<file path="config.mk">
export PLATFORM = sky130hd
export DESIGN_NAME = div_unit_flat
export DESIGN_NICKNAME = d
export VERILOG_FILES = /design/src/rtl/div_unit_if.sv /design/src/rtl/div_unit.sv /design/src/flat_wrapper.sv
export SDC_FILE = /design/constraint.sdc
export NUM_CORES = 1
export LEC_CHECK = 0
export BUFFER_PORTS_ARGS = -buffer_cell sky130_fd_sc_hd__clkbuf_2
export CORE_MARGIN = 2
export CORE_UTILIZATION = 45
export DETAILED_ROUTE_END_ITERATION = 10
export PLACE_DENSITY = 0.66
export SLEW_MARGIN = 20
export SYNTH_ARGS = -nofsm -noshare
export SYNTH_HDL_FRONTEND = slang
export SYNTH_SLANG_ARGS = --single-unit
</file>
<file path="constraint.sdc">
create_clock -name clk -period 4.73 [get_ports clk]
set_input_delay 0.2365 -clock clk [delete_from_list [all_inputs] [get_ports clk]]
set_output_delay 0.2365 -clock clk [all_outputs]
set_load 0.01 [all_outputs]
</file>
<file path="src/rtl/div_unit_if.sv">
// Request/response handshake between the EX stage and the iterative divider.
interface div_unit_if #(
    parameter int XLEN = 32
);
    logic            in_valid;
    logic            in_ready;
    logic [XLEN-1:0] A;
    logic [XLEN-1:0] B;
    logic [1:0]      Op;
    logic            out_valid;
    logic            out_ready;
    logic [XLEN-1:0] Q;
    logic            DivZero;

    modport master (
        output in_valid, A, B, Op, out_ready,
        input  in_ready, out_valid, Q, DivZero
    );

    modport slave (
        input  in_valid, A, B, Op, out_ready,
        output in_ready, out_valid, Q, DivZero
    );
endinterface

</file>
<file path="src/rtl/div_unit.sv">
// Radix-2 restoring divider for RV32M DIV/DIVU/REM/REMU, one quotient bit per cycle.
module div_unit #(
    parameter int XLEN = 32
) (
    input  logic     clk,
    input  logic     rst,
    input  logic     flush,
    div_unit_if.slave bus
);
    localparam int CW = $clog2(XLEN);

    typedef enum logic [1:0] {S_IDLE, S_BUSY, S_DONE} state_e;

    state_e          state_q, state_d;
    logic [CW-1:0]   cnt_q, cnt_d;
    logic [XLEN:0]   rem_q, rem_d;
    logic [XLEN-1:0] quo_q, quo_d;
    logic [XLEN-1:0] dvs_q, dvs_d;
    logic            op_rem_q, op_rem_d;
    logic            neg_quo_q, neg_quo_d;
    logic            neg_rem_q, neg_rem_d;
    logic [XLEN-1:0] res_q, res_d;
    logic            dz_q, dz_d;

    logic [XLEN+1:0] rem_sh, diff;
    logic [XLEN:0]   rem_step;
    logic [XLEN-1:0] quo_step, fix_quo, fix_rem, abs_a, abs_b;
    logic            sign_a, sign_b, take;

    always_comb begin
        // NOTE: every always_comb target gets a default first so no path leaves it unassigned and infers a latch.
        state_d   = state_q;
        cnt_d     = cnt_q;
        rem_d     = rem_q;
        quo_d     = quo_q;
        dvs_d     = dvs_q;
        op_rem_d  = op_rem_q;
        neg_quo_d = neg_quo_q;
        neg_rem_d = neg_rem_q;
        res_d     = res_q;
        dz_d      = dz_q;

        // One restoring step; the borrow out of the wide difference decides the quotient bit.
        rem_sh   = {rem_q, quo_q[XLEN-1]};
        diff     = rem_sh - {2'b00, dvs_q};
        take     = ~diff[XLEN+1];
        rem_step = take ? diff[XLEN:0] : rem_sh[XLEN:0];
        quo_step = {quo_q[XLEN-2:0], take};
        fix_quo  = neg_quo_q ? -quo_step : quo_step;
        fix_rem  = neg_rem_q ? -rem_step[XLEN-1:0] : rem_step[XLEN-1:0];

        sign_a = ~bus.Op[0] & bus.A[XLEN-1];
        sign_b = ~bus.Op[0] & bus.B[XLEN-1];
        abs_a  = sign_a ? -bus.A : bus.A;
        abs_b  = sign_b ? -bus.B : bus.B;

        unique case (state_q)
            S_IDLE: begin
                if (bus.in_valid) begin
                    op_rem_d  = bus.Op[1];
                    neg_quo_d = sign_a ^ sign_b;
                    neg_rem_d = sign_a;
                    rem_d     = '0;
                    quo_d     = abs_a;
                    dvs_d     = abs_b;
                    cnt_d     = '0;
                    if (bus.B == '0) begin
                        res_d   = bus.Op[1] ? bus.A : '1;
                        dz_d    = 1'b1;
                        state_d = S_DONE;
                    end else if (!bus.Op[0] && bus.A == {1'b1, {(XLEN-1){1'b0}}} && bus.B == '1) begin
                        res_d   = bus.Op[1] ? '0 : bus.A;
                        dz_d    = 1'b0;
                        state_d = S_DONE;
                    end else begin
                        state_d = S_BUSY;
                    end
                end
            end
            S_BUSY: begin
                rem_d = rem_step;
                quo_d = quo_step;
                cnt_d = cnt_q + 1'b1;
                if (cnt_q == CW'(XLEN-1)) begin
                    res_d   = op_rem_q ? fix_rem : fix_quo;
                    dz_d    = 1'b0;
                    state_d = S_DONE;
                end
            end
            S_DONE: begin
                if (bus.out_ready) state_d = S_IDLE;
            end
            default: state_d = S_IDLE;
        endcase

        // A flush drops whatever was in flight and leaves the visible result untouched.
        if (flush) begin
            state_d = S_IDLE;
            res_d   = res_q;
            dz_d    = dz_q;
        end
    end

    always_ff @(posedge clk) begin
        // NOTE: state registers use non-blocking assignments so every flop samples pre-edge values.
        if (rst) begin
            state_q   <= S_IDLE;
            cnt_q     <= '0;
            rem_q     <= '0;
            quo_q     <= '0;
            dvs_q     <= '0;
            op_rem_q  <= 1'b0;
            neg_quo_q <= 1'b0;
            neg_rem_q <= 1'b0;
            res_q     <= '0;
            dz_q      <= 1'b0;
        end else begin
            state_q   <= state_d;
            cnt_q     <= cnt_d;
            rem_q     <= rem_d;
            quo_q     <= quo_d;
            dvs_q     <= dvs_d;
            op_rem_q  <= op_rem_d;
            neg_quo_q <= neg_quo_d;
            neg_rem_q <= neg_rem_d;
            res_q     <= res_d;
            dz_q      <= dz_d;
        end
    end

    assign bus.in_ready  = (state_q == S_IDLE);
    assign bus.out_valid = (state_q == S_DONE);
    assign bus.Q         = res_q;
    assign bus.DivZero   = dz_q;
endmodule
</file>
<file path="src/flat_wrapper.sv">
// flat-port wrapper written by rule: the top's interface ports become plain ports
module div_unit_flat 
#(
    parameter int XLEN = 32
)
  (clk, rst, flush, bus_in_valid, bus_A, bus_B, bus_Op, bus_out_ready, bus_in_ready, bus_out_valid, bus_Q, bus_DivZero);
  div_unit_if #(.XLEN(XLEN)) bus_i ();
  input  logic clk;
  input  logic rst;
  input  logic flush;
  input wire logic [$bits(bus_i.in_valid)-1:0] bus_in_valid;
  input wire logic [$bits(bus_i.A)-1:0] bus_A;
  input wire logic [$bits(bus_i.B)-1:0] bus_B;
  input wire logic [$bits(bus_i.Op)-1:0] bus_Op;
  input wire logic [$bits(bus_i.out_ready)-1:0] bus_out_ready;
  output wire logic [$bits(bus_i.in_ready)-1:0] bus_in_ready;
  output wire logic [$bits(bus_i.out_valid)-1:0] bus_out_valid;
  output wire logic [$bits(bus_i.Q)-1:0] bus_Q;
  output wire logic [$bits(bus_i.DivZero)-1:0] bus_DivZero;
  assign bus_i.in_valid = bus_in_valid;
  assign bus_i.A = bus_A;
  assign bus_i.B = bus_B;
  assign bus_i.Op = bus_Op;
  assign bus_i.out_ready = bus_out_ready;
  assign bus_in_ready = bus_i.in_ready;
  assign bus_out_valid = bus_i.out_valid;
  assign bus_Q = bus_i.Q;
  assign bus_DivZero = bus_i.DivZero;
  div_unit #(.XLEN(XLEN)) u_core (.clk(clk), .rst(rst), .flush(flush), .bus(bus_i));
endmodule
</file>
==> impl_metrics.tcl <==
set metrics [dict create \
    worst_pin_slew_ns 1.05 \
    cts.htree.levels 4 \
    hold_depth 3 \
    grt_max_degree 70 \
    post_cts_buffers 0 \
    start_kind "flop" \
    fmax_ghz 0.225 \
    path_depth 13 \
    syn_to_final_growth_pct 12.3 \
    portBuffers 105 \
    wl_um 42300 \
    avgSynthCellArea_um2 7.20 \
    placedCellCount 1982 \
    io_pins 106 \
    power_density_nw_per_um2 265 \
    ys_ff_latch 140 \
    placed_cell_area_um2 12500 \
    hold_ws_ns 0.0816 \
    worstPathCellList "ha_1 -> a21oi_1 -> o21ai_0 -> a22oi_2 -> a31oi_4 -> a41o_1 -> nor2_4 -> buf_4 -> mux2_2 -> or3_1 -> o311a_1 -> o21ai_0 -> a311oi_1" \
    finalInstanceArea_um2 13100 \
    num_antenna_cells 0 \
    hp-start "bus_B[0]" \
    grt_pass1_vias 11274 \
    finalNetCount 1782 \
    ant_nets 0 \
    r2r_cells 13 \
    coreArea_um2 25300 \
    vias 12707 \
    period_needed_ns 4.44 \
    synth_edf_count 0 \
    critical_path_buf_inv_count 1 \
    clk_latency_ns 0.43 \
    overflow 0 \
    drive_gt1_share_pct 12.4 \
    synthArstFlopShare_pct 0 \
    total_leakage_power_nw 5.09 \
    maxCapViolations 0 \
    max-slew-margin-rel_pct 29.3 \
    place_hpwl_um 31500 \
    cts_tree "built" \
    crit_start "u_core.rem_q[7]" \
    via_per_inst 6.31 \
    drt_iter0_drc 1548 \
    setup_tns_ns 0 \
    end_kind "flop" \
    fin_crit_sh_pct 93.8 \
    cts.reportedPaths.clkPinSlew_ns 0.07 \
    antenna_found_initial 0 \
    synth_cell_types 81 \
    die-area_um2 27200 \
    worstSetupPathType "flop to flop" \
    synth_warnings 0 \
    initial_core_util_pct 46.1 \
    cp_top_family "compound AO/OA/AOI/OAI gates" \
    final_max_slew_viol_count 0 \
    fin_cells 2014 \
    ys.flop_type "dfxtp_1" \
    arrival_ns 4.71 \
    cts-root-buf "clkbuf_16" \
    hold_path_class "input port to flop" \
    ir_drop_mv 0.167 \
    cts_sinks 140 \
    drc 0 \
    synthCells 1621 \
    r2r_start "u_core.rem_q[7]" \
    ys_seq_area_share_pct 24.0 \
    cp_common_cell "o21ai_0" \
    finalHoldViolations 0 \
    setup_viol 0 \
    grt_usage_pct 30.6 \
    die_x_um 165 \
    dieHeight_um 165 \
    cts.path.max_buffers 2 \
    rsz0062_at_grt "false" \
    cts_buffers 17 \
    skew_ns 0.0106 \
    status "completed" \
    setup_slack_ns 0.292 \
    slowest_delay_ns 0.49 \
    num_rows 58 \
    critPathMaxFanout 41 \
    slowest_stage "buf_4" \
    syn_area_um2 11700 \
    drtPass1Iterations 10 \
    syn-num-nets 1732 \
    gp_congestion 0.935 \
    wl_per_cell_um 21.0 \
    place_ws_ns 0.0764 \
    cp.required_ns 5.00 \
    grt_pass1_wl_um 64200 \
]
-- worst min-delay path, stage by stage --
cell      delay, ns
clkbuf_2       0.12
nand2_1        0.06
a21oi_1        0.05
-- flip-flops by register name, summed over array words and instances (netlist names) --
name / cells
u_core.bus.Q: 32
u_core.neg_rem_q: 1
u_core.rem_q: 33
u_core.state_q: 2
u_core.bus.DivZero: 1
u_core.dvs_q: 32
u_core.cnt_q: 5
u_core.op_rem_q: 1
u_core.neg_quo_q: 1
u_core.quo_q: 32
-- layer usage --
| layer | share of wire, % | GRT usage [%] |
|---|---|---|
| met5 | 0 | 0 |
| met4 | 3.3 | 11.1 |
| met3 | 10 | 8.02 |
| met2 | 43 | 45.4 |
| met1 | 44 | 42.7 |
-- layout make-up --
class,instances,area [µm²]
fillers,2446,12200
multi-input cells,1318,8320
flip-flops and latches,140,2800
repair buffers,134,783
clock buffers,18,439
well taps,330,413
inverters,60,225
clock inverters,14,126
-- through the flow --
stage / utilization [%] / total power [mW]
4_1_cts: 51.6 / 3.45
2_1_floorplan: - / 1.86
3_3_place_gp: 49.4 / 2.12
3_5_place_dp: 49.4 / 2.13
5_1_grt: 51.8 / 3.61
6_report: 51.8 / 3.47
-- power by group --
group | total, mW | internal [mW] | switching [mW]
clock network | 1.33 | 0.708 | 0.627
logic | 0.838 | 0.291 | 0.547
registers | 1.30 | 1.23 | 0.0631
-- timing repair --
action	CTS	global route
gates resized for setup	0	8
hold buffers	0	0
endpoints found under the setup margin	0	14
-- cells in the mapped netlist (all sizes together), types with 15 or more instances --
cell type / instances / area [µm²]
inv: 59 / 221
nor2: 219 / 825
dfxtp: 140 / 2800
xnor2: 59 / 517
nand4: 19 / 119
nand3: 18 / 90.1
o41ai: 15 / 131
a21oi: 164 / 821
a211oi: 40 / 300
xor2: 66 / 578
nand2: 135 / 507
maj3: 19 / 190
a22oi: 35 / 263
nor3: 55 / 275
mux2i: 21 / 210
o21ai: 108 / 541
clkbuf: 92 / 345
nor2b: 17 / 106
or3: 25 / 161
nand2b: 15 / 93.8
nor4: 24 / 156
o31ai: 27 / 221
ha: 39 / 488
-- layout by cell type (no fill, tap or decap), types with 40 or more instances in the layout --
cell type,synthesis,routed
nor3_1,55,53
xor2_1,66,66
dfxtp_1,140,139
o21ai_0,107,105
xnor2_1,59,59
a211oi_1,40,40
inv_1,57,57
nand2_1,135,135
nor2_1,218,218
a21oi_1,164,164
clkbuf_2,0,104
-- final timing paths --
path,end,slack (ns)
max,u_core.bus.Q[25],0.29
min reg2reg,u_core.bus.Q[11],0.45
min,u_core.dvs_q[0],0.08
max reg2reg,u_core.bus.Q[25],0.29
-- cell families (layout without fill, tap and decap cells) --
| logic type | count (synthesis) | after routing | synth area share [%] |
|---|---|---|---|
| AOI/OAI and AO/OA | 525 | 525 | 29.2 |
| xor gates and xnor gates | 125 | 125 | 9.38 |
| adders and majority gates | 59 | 59 | 5.98 |
| buffers and inverters | 163 | 226 | 5.30 |
| DFF | 140 | 140 | 24.0 |
| muxes | 32 | 32 | 2.96 |
| and+or+nand+nor | 577 | 577 | 23.1 |
(Power assumes the default switching activity.)
